## src/rtl/lsu_align_unit_if.sv

```systemverilog
`default_nettype none
// ============================================================================
// Module   : lsu_align_unit_if
// Purpose  : Request, memory-side and response bundle of the load/store unit.
// Revision : 1.0
// ============================================================================
interface lsu_align_unit_if #(
  parameter int ADDR_W = 5
);
  logic              req_valid;
  logic              req_ready;
  logic              req_we;
  logic [2:0]        req_funct3;
  logic [31:0]       req_addr;
  logic [31:0]       req_wdata;

  logic              mem_en;
  logic              mem_we;
  logic [ADDR_W-1:0] mem_addr;
  logic [3:0]        mem_be;
  logic [31:0]       mem_wdata;
  logic [31:0]       mem_rdata;

  logic              rsp_valid;
  logic [31:0]       rsp_rdata;
  logic              rsp_err;
  logic              busy;

  // master: execute stage plus data memory; slave: the align unit itself
  modport master (
    output req_valid, req_we, req_funct3, req_addr, req_wdata, mem_rdata,
    input  req_ready, mem_en, mem_we, mem_addr, mem_be, mem_wdata,
           rsp_valid, rsp_rdata, rsp_err, busy
  );

  modport slave (
    input  req_valid, req_we, req_funct3, req_addr, req_wdata, mem_rdata,
    output req_ready, mem_en, mem_we, mem_addr, mem_be, mem_wdata,
           rsp_valid, rsp_rdata, rsp_err, busy
  );
endinterface
`default_nettype wire

```

## src/rtl/lsu_align_unit.sv

```systemverilog
`default_nettype none
// ============================================================================
// Module   : lsu_align_unit
// Purpose  : RV32I load/store aligner: word accesses with byte enables,
//            misaligned split/merge, load extension, one-cycle response.
// Revision : 1.0
// ============================================================================
module lsu_align_unit #(
  parameter int ADDR_W      = 5,
  parameter bit MISALIGN_EN = 1'b1
) (
  input  logic            clk,
  input  logic            reset,
  lsu_align_unit_if.slave bus
);

  localparam logic [2:0] c_ST_IDLE = 3'd0;
  localparam logic [2:0] c_ST_ACC0 = 3'd1;
  localparam logic [2:0] c_ST_ACC1 = 3'd2;
  localparam logic [2:0] c_ST_CAPT = 3'd3;
  localparam logic [2:0] c_ST_RESP = 3'd4;

  logic [2:0]        r_state;
  logic [2:0]        w_state_nxt;

  logic              r_we;
  logic [2:0]        r_funct3;
  logic [1:0]        r_off;
  logic              r_split;
  logic [7:0]        r_emask;
  logic [31:0]       r_wdata_hi;
  logic [31:0]       r_lo_data;
  logic [31:0]       r_rsp_rdata;
  logic              r_rsp_err;
  logic [ADDR_W-1:0] r_mem_addr;
  logic [31:0]       r_mem_wdata;

  logic [1:0]        w_req_off;
  logic [1:0]        w_req_size;
  logic [3:0]        w_req_mask;
  logic [7:0]        w_req_emask;
  logic [63:0]       w_req_wide;
  logic [ADDR_W-1:0] w_req_word;
  logic              w_req_legal;
  logic              w_req_split;
  logic              w_req_err;
  logic              w_accept;
  logic              w_unused;

  logic              w_ready;
  logic              w_mem_en;
  logic              w_mem_we;
  logic [3:0]        w_mem_be;
  logic              w_rsp_valid;

  logic [31:0]       w_ld_lo;
  logic [31:0]       w_ld_shift;
  logic [31:0]       w_ld_result;

  // ---------------------------------------------------------------- decode
  always_comb begin
    w_req_off  = bus.req_addr[1:0];
    w_req_size = bus.req_funct3[1:0];
    w_req_word = bus.req_addr[ADDR_W+1:2];

    case (w_req_size)
      2'b00:   w_req_mask = 4'b0001;
      2'b01:   w_req_mask = 4'b0011;
      default: w_req_mask = 4'b1111;
    endcase

    if (bus.req_we)
      w_req_legal = !bus.req_funct3[2] && (w_req_size != 2'b11);
    else
      w_req_legal = (w_req_size != 2'b11) && (bus.req_funct3 != 3'b110);

    case (w_req_size)
      2'b00:   w_req_split = 1'b0;
      2'b01:   w_req_split = (w_req_off == 2'd3);
      default: w_req_split = (w_req_off != 2'd0);
    endcase

    w_req_err   = !w_req_legal || (w_req_split && !MISALIGN_EN);
    w_req_emask = {4'b0000, w_req_mask} << w_req_off;
    // low half feeds ACC0, high half is the spill into the next word for ACC1
    w_req_wide  = {32'h0000_0000, bus.req_wdata} << {w_req_off, 3'b000};
  end

  assign w_accept = bus.req_valid && (r_state == c_ST_IDLE);
  assign w_unused = &{1'b0, bus.req_addr[31:ADDR_W+2]};

  // ---------------------------------------------------------------- FSM
  always_ff @(posedge clk or negedge reset) begin
    if (!reset) r_state <= c_ST_IDLE;
    else        r_state <= w_state_nxt;
  end

  always_comb begin
    w_state_nxt = r_state;
    case (r_state)
      c_ST_IDLE: if (w_accept) w_state_nxt = w_req_err ? c_ST_RESP : c_ST_ACC0;
      c_ST_ACC0: w_state_nxt = r_split ? c_ST_ACC1 : c_ST_CAPT;
      c_ST_ACC1: w_state_nxt = c_ST_CAPT;
      c_ST_CAPT: w_state_nxt = c_ST_RESP;
      c_ST_RESP: w_state_nxt = c_ST_IDLE;
      default:   w_state_nxt = c_ST_IDLE;
    endcase
  end

  always_comb begin
    w_ready     = (r_state == c_ST_IDLE);
    w_mem_en    = 1'b0;
    w_mem_we    = 1'b0;
    w_mem_be    = 4'b0000;
    w_rsp_valid = 1'b0;
    case (r_state)
      c_ST_ACC0: begin
        w_mem_en = 1'b1;
        w_mem_we = r_we;
        w_mem_be = r_we ? r_emask[3:0] : 4'b1111;
      end
      c_ST_ACC1: begin
        w_mem_en = 1'b1;
        w_mem_we = r_we;
        w_mem_be = r_we ? r_emask[7:4] : 4'b1111;
      end
      c_ST_RESP: w_rsp_valid = 1'b1;
      default: ;
    endcase
  end

  // ---------------------------------------------------------------- load merge
  always_comb begin
    w_ld_lo    = r_split ? r_lo_data : bus.mem_rdata;
    w_ld_shift = 32'({bus.mem_rdata, w_ld_lo} >> {r_off, 3'b000});
    case (r_funct3)
      3'b000:  w_ld_result = {{24{w_ld_shift[7]}},  w_ld_shift[7:0]};
      3'b001:  w_ld_result = {{16{w_ld_shift[15]}}, w_ld_shift[15:0]};
      3'b100:  w_ld_result = {24'h00_0000, w_ld_shift[7:0]};
      3'b101:  w_ld_result = {16'h0000,    w_ld_shift[15:0]};
      default: w_ld_result = w_ld_shift;
    endcase
  end

  // ---------------------------------------------------------------- datapath
  always_ff @(posedge clk or negedge reset) begin
    if (!reset) begin
      r_we        <= 1'b0;
      r_funct3    <= 3'd0;
      r_off       <= 2'd0;
      r_split     <= 1'b0;
      r_emask     <= 8'h00;
      r_wdata_hi  <= 32'h0;
      r_lo_data   <= 32'h0;
      r_rsp_rdata <= 32'h0;
      r_rsp_err   <= 1'b0;
      r_mem_addr  <= '0;
      r_mem_wdata <= 32'h0;
    end else begin
      case (r_state)
        c_ST_IDLE: begin
          if (w_accept) begin
            r_we        <= bus.req_we;
            r_funct3    <= bus.req_funct3;
            r_off       <= w_req_off;
            r_split     <= w_req_split;
            r_emask     <= w_req_emask;
            r_wdata_hi  <= w_req_wide[63:32];
            r_rsp_rdata <= 32'h0;
            r_rsp_err   <= w_req_err;
            if (!w_req_err) begin
              r_mem_addr <= w_req_word;
              if (bus.req_we) r_mem_wdata <= w_req_wide[31:0];
            end
          end
        end
        c_ST_ACC0: begin
          if (r_split) begin
            r_mem_addr <= r_mem_addr + {{(ADDR_W-1){1'b0}}, 1'b1};
            if (r_we) r_mem_wdata <= r_wdata_hi;
          end
        end
        c_ST_ACC1: r_lo_data <= bus.mem_rdata;
        c_ST_CAPT: if (!r_we) r_rsp_rdata <= w_ld_result;
        default: ;
      endcase
    end
  end

  assign bus.req_ready = w_ready;
  assign bus.busy      = !w_ready;
  assign bus.mem_en    = w_mem_en;
  assign bus.mem_we    = w_mem_we;
  assign bus.mem_be    = w_mem_be;
  assign bus.mem_addr  = r_mem_addr;
  assign bus.mem_wdata = r_mem_wdata;
  assign bus.rsp_valid = w_rsp_valid;
  assign bus.rsp_rdata = r_rsp_rdata;
  assign bus.rsp_err   = r_rsp_err;

endmodule
`default_nettype wire
```

## src/flat_wrapper.sv

```systemverilog
// flat-port wrapper written by rule: the top's interface ports become plain ports
module lsu_align_unit_flat 
#(
  parameter int ADDR_W      = 5,
  parameter bit MISALIGN_EN = 1'b1
)
  (clk, reset, bus_req_valid, bus_req_we, bus_req_funct3, bus_req_addr, bus_req_wdata, bus_mem_rdata, bus_req_ready, bus_mem_en, bus_mem_we, bus_mem_addr, bus_mem_be, bus_mem_wdata, bus_rsp_valid, bus_rsp_rdata, bus_rsp_err, bus_busy);
  lsu_align_unit_if #(.ADDR_W(ADDR_W)) bus_i ();
  input  logic clk;
  input  logic reset;
  input wire logic [$bits(bus_i.req_valid)-1:0] bus_req_valid;
  input wire logic [$bits(bus_i.req_we)-1:0] bus_req_we;
  input wire logic [$bits(bus_i.req_funct3)-1:0] bus_req_funct3;
  input wire logic [$bits(bus_i.req_addr)-1:0] bus_req_addr;
  input wire logic [$bits(bus_i.req_wdata)-1:0] bus_req_wdata;
  input wire logic [$bits(bus_i.mem_rdata)-1:0] bus_mem_rdata;
  output wire logic [$bits(bus_i.req_ready)-1:0] bus_req_ready;
  output wire logic [$bits(bus_i.mem_en)-1:0] bus_mem_en;
  output wire logic [$bits(bus_i.mem_we)-1:0] bus_mem_we;
  output wire logic [$bits(bus_i.mem_addr)-1:0] bus_mem_addr;
  output wire logic [$bits(bus_i.mem_be)-1:0] bus_mem_be;
  output wire logic [$bits(bus_i.mem_wdata)-1:0] bus_mem_wdata;
  output wire logic [$bits(bus_i.rsp_valid)-1:0] bus_rsp_valid;
  output wire logic [$bits(bus_i.rsp_rdata)-1:0] bus_rsp_rdata;
  output wire logic [$bits(bus_i.rsp_err)-1:0] bus_rsp_err;
  output wire logic [$bits(bus_i.busy)-1:0] bus_busy;
  assign bus_i.req_valid = bus_req_valid;
  assign bus_i.req_we = bus_req_we;
  assign bus_i.req_funct3 = bus_req_funct3;
  assign bus_i.req_addr = bus_req_addr;
  assign bus_i.req_wdata = bus_req_wdata;
  assign bus_i.mem_rdata = bus_mem_rdata;
  assign bus_req_ready = bus_i.req_ready;
  assign bus_mem_en = bus_i.mem_en;
  assign bus_mem_we = bus_i.mem_we;
  assign bus_mem_addr = bus_i.mem_addr;
  assign bus_mem_be = bus_i.mem_be;
  assign bus_mem_wdata = bus_i.mem_wdata;
  assign bus_rsp_valid = bus_i.rsp_valid;
  assign bus_rsp_rdata = bus_i.rsp_rdata;
  assign bus_rsp_err = bus_i.rsp_err;
  assign bus_busy = bus_i.busy;
  lsu_align_unit #(.ADDR_W(ADDR_W), .MISALIGN_EN(MISALIGN_EN)) u_core (.clk(clk), .reset(reset), .bus(bus_i));
endmodule
```

## config.mk

```make
export PLATFORM = sky130hd
export DESIGN_NAME = lsu_align_unit_flat
export DESIGN_NICKNAME = d
export VERILOG_FILES = /design/src/rtl/lsu_align_unit_if.sv /design/src/rtl/lsu_align_unit.sv /design/src/flat_wrapper.sv
export SDC_FILE = /design/constraint.sdc
export NUM_CORES = 1
export LEC_CHECK = 0
export ABC_AREA = 1
export CORE_MARGIN = 2
export CORE_UTILIZATION = 58
export CTS_BUF_LIST = sky130_fd_sc_hd__clkbuf_16
export DETAILED_ROUTE_END_ITERATION = 8
export DONT_BUFFER_PORTS = 1
export GPL_TIMING_DRIVEN = 0
export HOLD_SLACK_MARGIN = 0.08
export PLACE_DENSITY = 0.76
export SLEW_MARGIN = 25
export SYNTH_ARGS = -nofsm -noshare
export SYNTH_HDL_FRONTEND = slang
export SYNTH_SLANG_ARGS = --single-unit
```

## constraint.sdc

```tcl
create_clock -name clk -period 1.5 [get_ports clk]
set_input_delay 0.3 -clock clk [delete_from_list [all_inputs] [get_ports clk]]
set_output_delay 0.3 -clock clk [all_outputs]
set_load 0.01 [all_outputs]
```

==> impl_metrics.json <==
{
  "slowest_stage": "clkbuf_2",
  "firstDrtPassIters": 7,
  "wire_per_inst_um": 21.5,
  "drv_slew": 0,
  "synthesis.area_um2": 7780,
  "cts_tree": "yes",
  "synth.top_cell.area_share_pct": 46.0,
  "final_cells": 1374,
  "wirelength_um": 29500,
  "syn_area_per_cell_um2": 7.21,
  "period_minus_slack_ns": 2.05,
  "r2r_start": "u_core.r_state[2]$_DFFE_PN0P_",
  "vdd_ir_drop_max_v": 0.00127,
  "placed_cells": 1256,
  "combPwrFrac_pct": 51.0,
  "drive_above_1_share_pct": 22.9,
  "worstRegToRegCells": 10,
  "grt_pass1_vias": 8545,
  "dieArea_um2": 14400,
  "rows": 42,
  "intPower_uw": 12800,
  "grt_usage_pct": 40.6,
  "cp.arrival_ns": 1.75,
  "critPathKind": "reg2out",
  "crit_path_end_kind": "output pin",
  "synth_cells": 1080,
  "dpl.hpwl_um": 18200,
  "synth_seq_cells": 143,
  "cts_hold_buf": 43,
  "p_total_uw": 23500,
  "fin_util_pct": 78.6,
  "ys_warn_count": 0,
  "worst_skew_pair.late_latency_ns": 0.44,
  "grt_max_degree": 144,
  "drt_iter0_drc": 1159,
  "dpl-instance-area_um2": 8020,
  "layout.nets": 1289,
  "yosys.area.top_type": "dfrtp_1",
  "yosysMostFrequentCell": "nand2_1",
  "setup_viol": 148,
  "crit_required_ns": 1.20,
  "r2r-end": "u_core.r_emask[1]$_DFFE_PN0P_",
  "yosys-top-cells-area": "dfrtp_1 46%, nand2_1 21%, o21ai_0 8.9%",
  "grt_pass1_wl_um": 45100,
  "switching_power_uw": 10700,
  "drc_errors": 0,
  "n_antenna_cell": 0,
  "die-width_um": 120,
  "pwr-share-seq_pct": 30.5,
  "sw_frac_of_total_pct": 45.6,
  "syn-num-nets": 1184,
  "slew_headroom_pct": 52.5,
  "ios": 182,
  "power_frac_clock_pct": 18.5,
  "hold_viol_final": 143,
  "whs_ns": -0.443,
  "final.setup_skew_ns": 0.0163,
  "post-route-period-util_pct": 137,
  "violations": "negative hold slack, negative setup slack",
  "design_area_um2": 10400,
  "synth_edf_count": 0,
  "antenna_found_initial": 0,
  "ctsHtreeMaxLevel": 4,
  "ff2ff_setup_slack_ns": -0.30,
  "fmax_ghz": 0.488,
  "synth_flop_cell": "dfrtp_1",
  "worstHoldPathType": "in2async",
  "via_per_inst": 6.27,
  "powerDensity_nw_per_um2": 2270,
  "fin_ws_ns": -0.550,
  "ys_seq_area_share_pct": 46.0,
  "die_h_um": 120,
  "yosys-top-cells-count": "441 x nand2_1, 143 x dfrtp_1, 138 x o21ai_0",
  "slowest_delay_ns": 0.38,
  "globalRouteOverflowTotal": 0,
  "place_ws_ns": -0.518,
  "worst_setup_path_start_kind": "register",
  "status": "finished, violations left",
  "cp_max_fo": 10,
  "vias": 8609,
  "syn2layout_area_growth_pct": 33.2,
  "clk_pin_slew_ns": 0.06,
  "start_util_pct": 59.0,
  "rsz0062_at_grt": "yes",
  "gp_congestion": 1.01,
  "ys_async_sr_fraction_pct": 100,
  "cts_root_buf": "clkbuf_16",
  "maxCapViolCount": 0,
  "cts_buffers": 17,
  "clock_path_buffers": 2,
  "power_leakage_uw": 0.00514,
  "ys_types": 33,
  "design.core.area_um2": 13200,
  "place.port_buffers": 0,
  "cp_cell_sequence": "inv_1 > clkbuf_2 > o21ai_0 > nand2_1",
  "ant_nets": 0,
  "cts_sinks": 143,
  "worst_pin_slew_ns": 0.712
}
[per-layer routing]
metal	wire length [um]	vias up	track usage [%]	part of all wire, %
li1	-	3737	-	-
met1	10700	4011	49.6	36
met2	13700	663	66.0	46
met3	3140	198	10.5	11
met4	2000	0	22.0	6.8
met5	0	-	0	0
[state kept, by name, indices dropped and copies added (netlist names)]
| signal | count |
|---|---|
| u_core.r_wdata_hi | 24 |
| u_core.r_off | 2 |
| u_core.bus.rsp_rdata | 32 |
| u_core.r_funct3 | 3 |
| u_core.r_emask | 7 |
| u_core.r_split | 1 |
| u_core.bus.mem_addr | 5 |
| u_core.bus.mem_wdata | 32 |
| u_core.r_state | 3 |
| u_core.r_we | 1 |
| u_core.bus.rsp_err | 1 |
| u_core.r_lo_data | 32 |
[placed cells by master (no fill, tap or decap), types with 5 or more instances in the layout]
cell type | Yosys | routed
clkbuf_1 | 22 | 7
inv_4 | 1 | 7
mux2i_1 | 8 | 8
buf_8 | 0 | 10
clkbuf_16 | 0 | 21
o22ai_2 | 0 | 7
nor2_1 | 24 | 19
clkinvlp_4 | 0 | 5
o211ai_1 | 9 | 9
o21ai_2 | 0 | 24
o22ai_1 | 25 | 17
a21oi_1 | 50 | 44
buf_6 | 3 | 33
buf_2 | 32 | 9
nor2_4 | 3 | 5
inv_1 | 58 | 54
dlygate4sd3_1 | 0 | 43
nand2_4 | 1 | 5
nand3_2 | 2 | 11
o21ai_0 | 138 | 81
dfrtp_1 | 143 | 141
buf_1 | 8 | 5
o21ai_1 | 11 | 43
nand2_1 | 441 | 385
nand2_2 | 5 | 55
nand3_1 | 67 | 56
buf_4 | 3 | 29
[cell families (layout without fill, tap and decap cells)]
group	after synthesis	in the layout	share of synthesized area, %
adders and majority gates	1	1	0.161
and+or+nand+nor	551	551	28.8
xor gates and xnor gates	1	1	0.113
AOI/OAI and AO/OA	240	240	16.4
DFF	143	143	46.0
muxes	8	8	1.03
buffers and inverters	136	254	7.54
[layout make-up]
cell class,count,area (um^2)
Multi-Input combinational cell,801,4140
Sequential cell,143,3580
Fill cell,869,2820
Timing Repair Buffer,86,922
Buffer,68,619
Clock buffer,17,425
Inverter,68,290
Tap cell,176,220
Clock inverter,15,170
[power by group through the flow]
stage	Clock [uW]	Sequential, uW	Combinational [uW]
2_1_floorplan	0	6720	5960
3_3_place_gp	0	7020	7950
3_5_place_dp	0	7050	8120
4_1_cts	4320	7050	10500
5_1_grt	4500	7310	12900
6_report	4350	7170	12000
[stage by stage]
stage,hold slack (ns),TNS [ns]
floorplan,0.00441,-0.0337
global placement,0.00782,-23.96
detailed placement,0.00861,-27.35
CTS,-0.442,-11.80
global route,-0.448,-39.30
finish,-0.443,-32.83
[worst max-delay path, delay by kind of cell (launching register included)]
family | cells | cell delay, ns
compound gates | 1 | 0.26
buf+inv | 2 | 0.51
simple gates | 1 | 0.19
flops | 1 | 0.37
[worst max path at each step]
| stage | start | end | slack [ns] | depth (start not counted) |
|---|---|---|---|---|
| after detailed placement | u_core.r_state[2]$_DFFE_PN0P_ | bus_mem_be[0] | -0.52 | 6 |
| after global routing | u_core.r_state[1]$_DFFE_PN0P_ | bus_mem_we | -0.55 | 5 |
| final | u_core.r_we$_DFFE_PN0P_ | bus_mem_be[0] | -0.55 | 4 |
| after CTS | u_core.r_state[2]$_DFFE_PN0P_ | bus_mem_we | -0.40 | 4 |
| after floorplan | u_core.r_state[1]$_DFFE_PN0P_ | bus_mem_we | -0.03 | 5 |
| after global placement | u_core.r_state[2]$_DFFE_PN0P_ | bus_mem_be[0] | -0.49 | 6 |
[repair_timing]
action | CTS | global route
resized for setup | 264 | 70
gates cloned | 6 | 2
buffers inserted | 24 | 11
pin swaps | 30 | 18
setup endpoints to repair | 144 | 145
endpoints found under the hold margin | 189 | 143
No activity file was read; power rests on OpenSTA's default activity.
==> RTL edit: new RTL, same flow settings <==
`MISALIGN_EN` is set to 1'b1 in 2 places; all go to 1'b0.
--- a/src/rtl/lsu_align_unit.sv
+++ b/src/rtl/lsu_align_unit.sv
@@ -8,5 +8,5 @@
 module lsu_align_unit #(
   parameter int ADDR_W      = 5,
-  parameter bit MISALIGN_EN = 1'b1
+  parameter bit MISALIGN_EN = 1'b0
 ) (
   input  logic            clk,
--- a/src/flat_wrapper.sv
+++ b/src/flat_wrapper.sv
@@ -3,5 +3,5 @@
 #(
   parameter int ADDR_W      = 5,
-  parameter bit MISALIGN_EN = 1'b1
+  parameter bit MISALIGN_EN = 1'b0
 )
   (clk, reset, bus_req_valid, bus_req_we, bus_req_funct3, bus_req_addr, bus_req_wdata, bus_mem_rdata, bus_req_ready, bus_mem_en, bus_mem_we, bus_mem_addr, bus_mem_be, bus_mem_wdata, bus_rsp_valid, bus_rsp_rdata, bus_rsp_err, bus_busy);
Check against the original RTL: not equivalent (Yosys sat finds a counterexample within 4 cycles, from zero or initial values and one cycle with reset low).
==> RTL edit against the original RTL <==
The flow still finishes with violations (negative hold slack, negative setup slack). Cell count is 2.8% higher. Sequential cell count stayed put. Routed wire length up 5.7%. Combinational power is 3% higher. Power increased by 4.4%. Worst setup slack worse by 0.0030 ns. Register-to-register slack got worse by 0.25 ns. Utilization grew 2.9 points. Area after synthesis grew 1.0%. Cell area up 4.1%. Clock power rose by 6.0%. Critical path type is now reg2reg.
==> RTL edit: results (changes against the original RTL) <==
.. list-table::
   :header-rows: 1

   * - Metric
     - Value
   * - Min setup slack post-route
     - -0.553 ns (-0.00298 ns)
   * - Final setup violating endpoints
     - 139 (-6.1%)
   * - Final-stage net count
     - 1,329 (+3.1%)
   * - Routed wirelength normalized by instance count
     - 22.1 um (+2.9%)
   * - Vias per cell
     - 6.33 (+1.1%)
   * - Seq/Total Area, Yosys
     - 45.5% (-0.48 points)
   * - Final hold violation count
     - 143 (unchanged)
   * - Static leakage
     - 5.33 nW (+3.6%)
   * - List of most frequent post-synthesis cells
     - nand2_1, o21ai_0, dfrtp_1
   * - Run status
     - finished, violations left
   * - Distinct cells, synth
     - 35 (+6.1%)
   * - Violated checks
     - negative hold slack, negative setup slack
   * - Met3 usage
     - 10.5% (+0.015 points)
   * - Endpoint of the most critical register-to-register path
     - u_core.r_emask[3]
   * - Mux cell area share after synthesis
     - 0.127% (-0.90 points)
   * - Max stage delay on crit path
     - 0.47 ns (+0.09 ns)
   * - Parity-gate share of the synthesized area counting xor and xnor cells
     - 0.223% (+0.11 points)
   * - Filler Cell Count
     - 856 (-1.5%)
   * - Crit path launch
     - u_core.r_state[1]
   * - Final weighted congestion in routability-driven placement
     - 1.01 (about the same)
   * - Net load switching power
     - 11.1 mW (+3.1%)
   * - Iter 0 DRT Violations
     - 1,233 (+6.4%)
   * - Cells after synthesis
     - 1,105 (+2.3%)
   * - Tightest hold margin
     - -0.446 ns (-0.00310 ns)
   * - Met3 layer wire length in the routed design
     - 3420 um (+8.8%)
   * - First-pass GRT wire length
     - 46,200 um (+2.4%)
   * - Clock skew
     - 0.00694 ns (-0.00937 ns)
   * - Final std cells w/o fill
     - 1,412 (+2.8%)
   * - Power dissipated in the clock network
     - 4.61 mW (+6.0%)
   * - Placed standard-cell area
     - 8100 um^2 (+1.0%)
   * - Half-perimeter wire length of the detailed placement result
     - 18,500 um (+1.1%)
   * - Via count of the first global-routing pass
     - 8,696 (+1.8%)
   * - Met1 GRT Util
     - 50.3% (+0.70 points)
   * - Cell with the largest stage delay on the worst path
     - dfrtp_2
-- RTL edit: changes by cell type after synthesis, moves of 5 or more --
cell	unedited run	this run
a21oi_1	50	56
a22oi_1	0	8
buf_2	32	23
clkbuf_1	22	29
inv_1	58	63
mux2i_1	8	1
nand2_1	441	459
nand3_1	67	72
nor2_1	24	19
o21ai_0	138	163
o21ai_1	11	6
o22ai_1	25	0
-- RTL edit: timing repair --
| action | CTS | global route |
|---|---|---|
| pin swaps | 57 | 25 |
| endpoints found under the hold margin | 186 | 143 |
| setup buffers | 42 | 15 |
| endpoints found under the setup margin | 119 | 146 |
| gates resized for setup | 301 | 143 |
| gates cloned | 15 | 2 |
-- RTL edit: cell type report --
cell class                      instances  area, um^2  share of cell area, %
Clock buffer                           17         425                   3.94
Buffer                                 67         603                   5.59
Multi-Input combinational cell        823        4390                   40.7
Inverter                               71         295                   2.74
Timing Repair inverter                  1        7.51                 0.0695
Timing Repair Buffer                  101        1070                   9.95
Tap cell                              176         220                   2.04
Clock inverter                         13         196                   1.82
Sequential cell                       143        3580                   33.2
-- RTL edit: through the flow --
step                      hold WS [ns]  total power [mW]  setup slack [ns]
after floorplan                0.00441              12.7           -0.0348
after global placement         0.00729              15.0            -0.349
after detailed placement       0.00783              15.2            -0.392
after CTS                       -0.444              22.9            -0.374
after global routing            -0.445              25.8            -0.588
final                           -0.446              24.6            -0.553
-- RTL edit: cells by family after synthesis --
group | Yosys count
DFF | 143
buffers and inverters | 140
AOI/OAI and AO/OA | 250
muxes | 1
xor gates and xnor gates | 2
adders and majority gates | 1
and+or+nand+nor | 568
-- RTL edit: worst reg2reg max path, delay by kind of cell, from the launching register on --
kind,cells,cell delay (ns)
simple gates,5,1.01
flops,1,0.47
buf+inv,2,0.42
compound gates,1,0.08
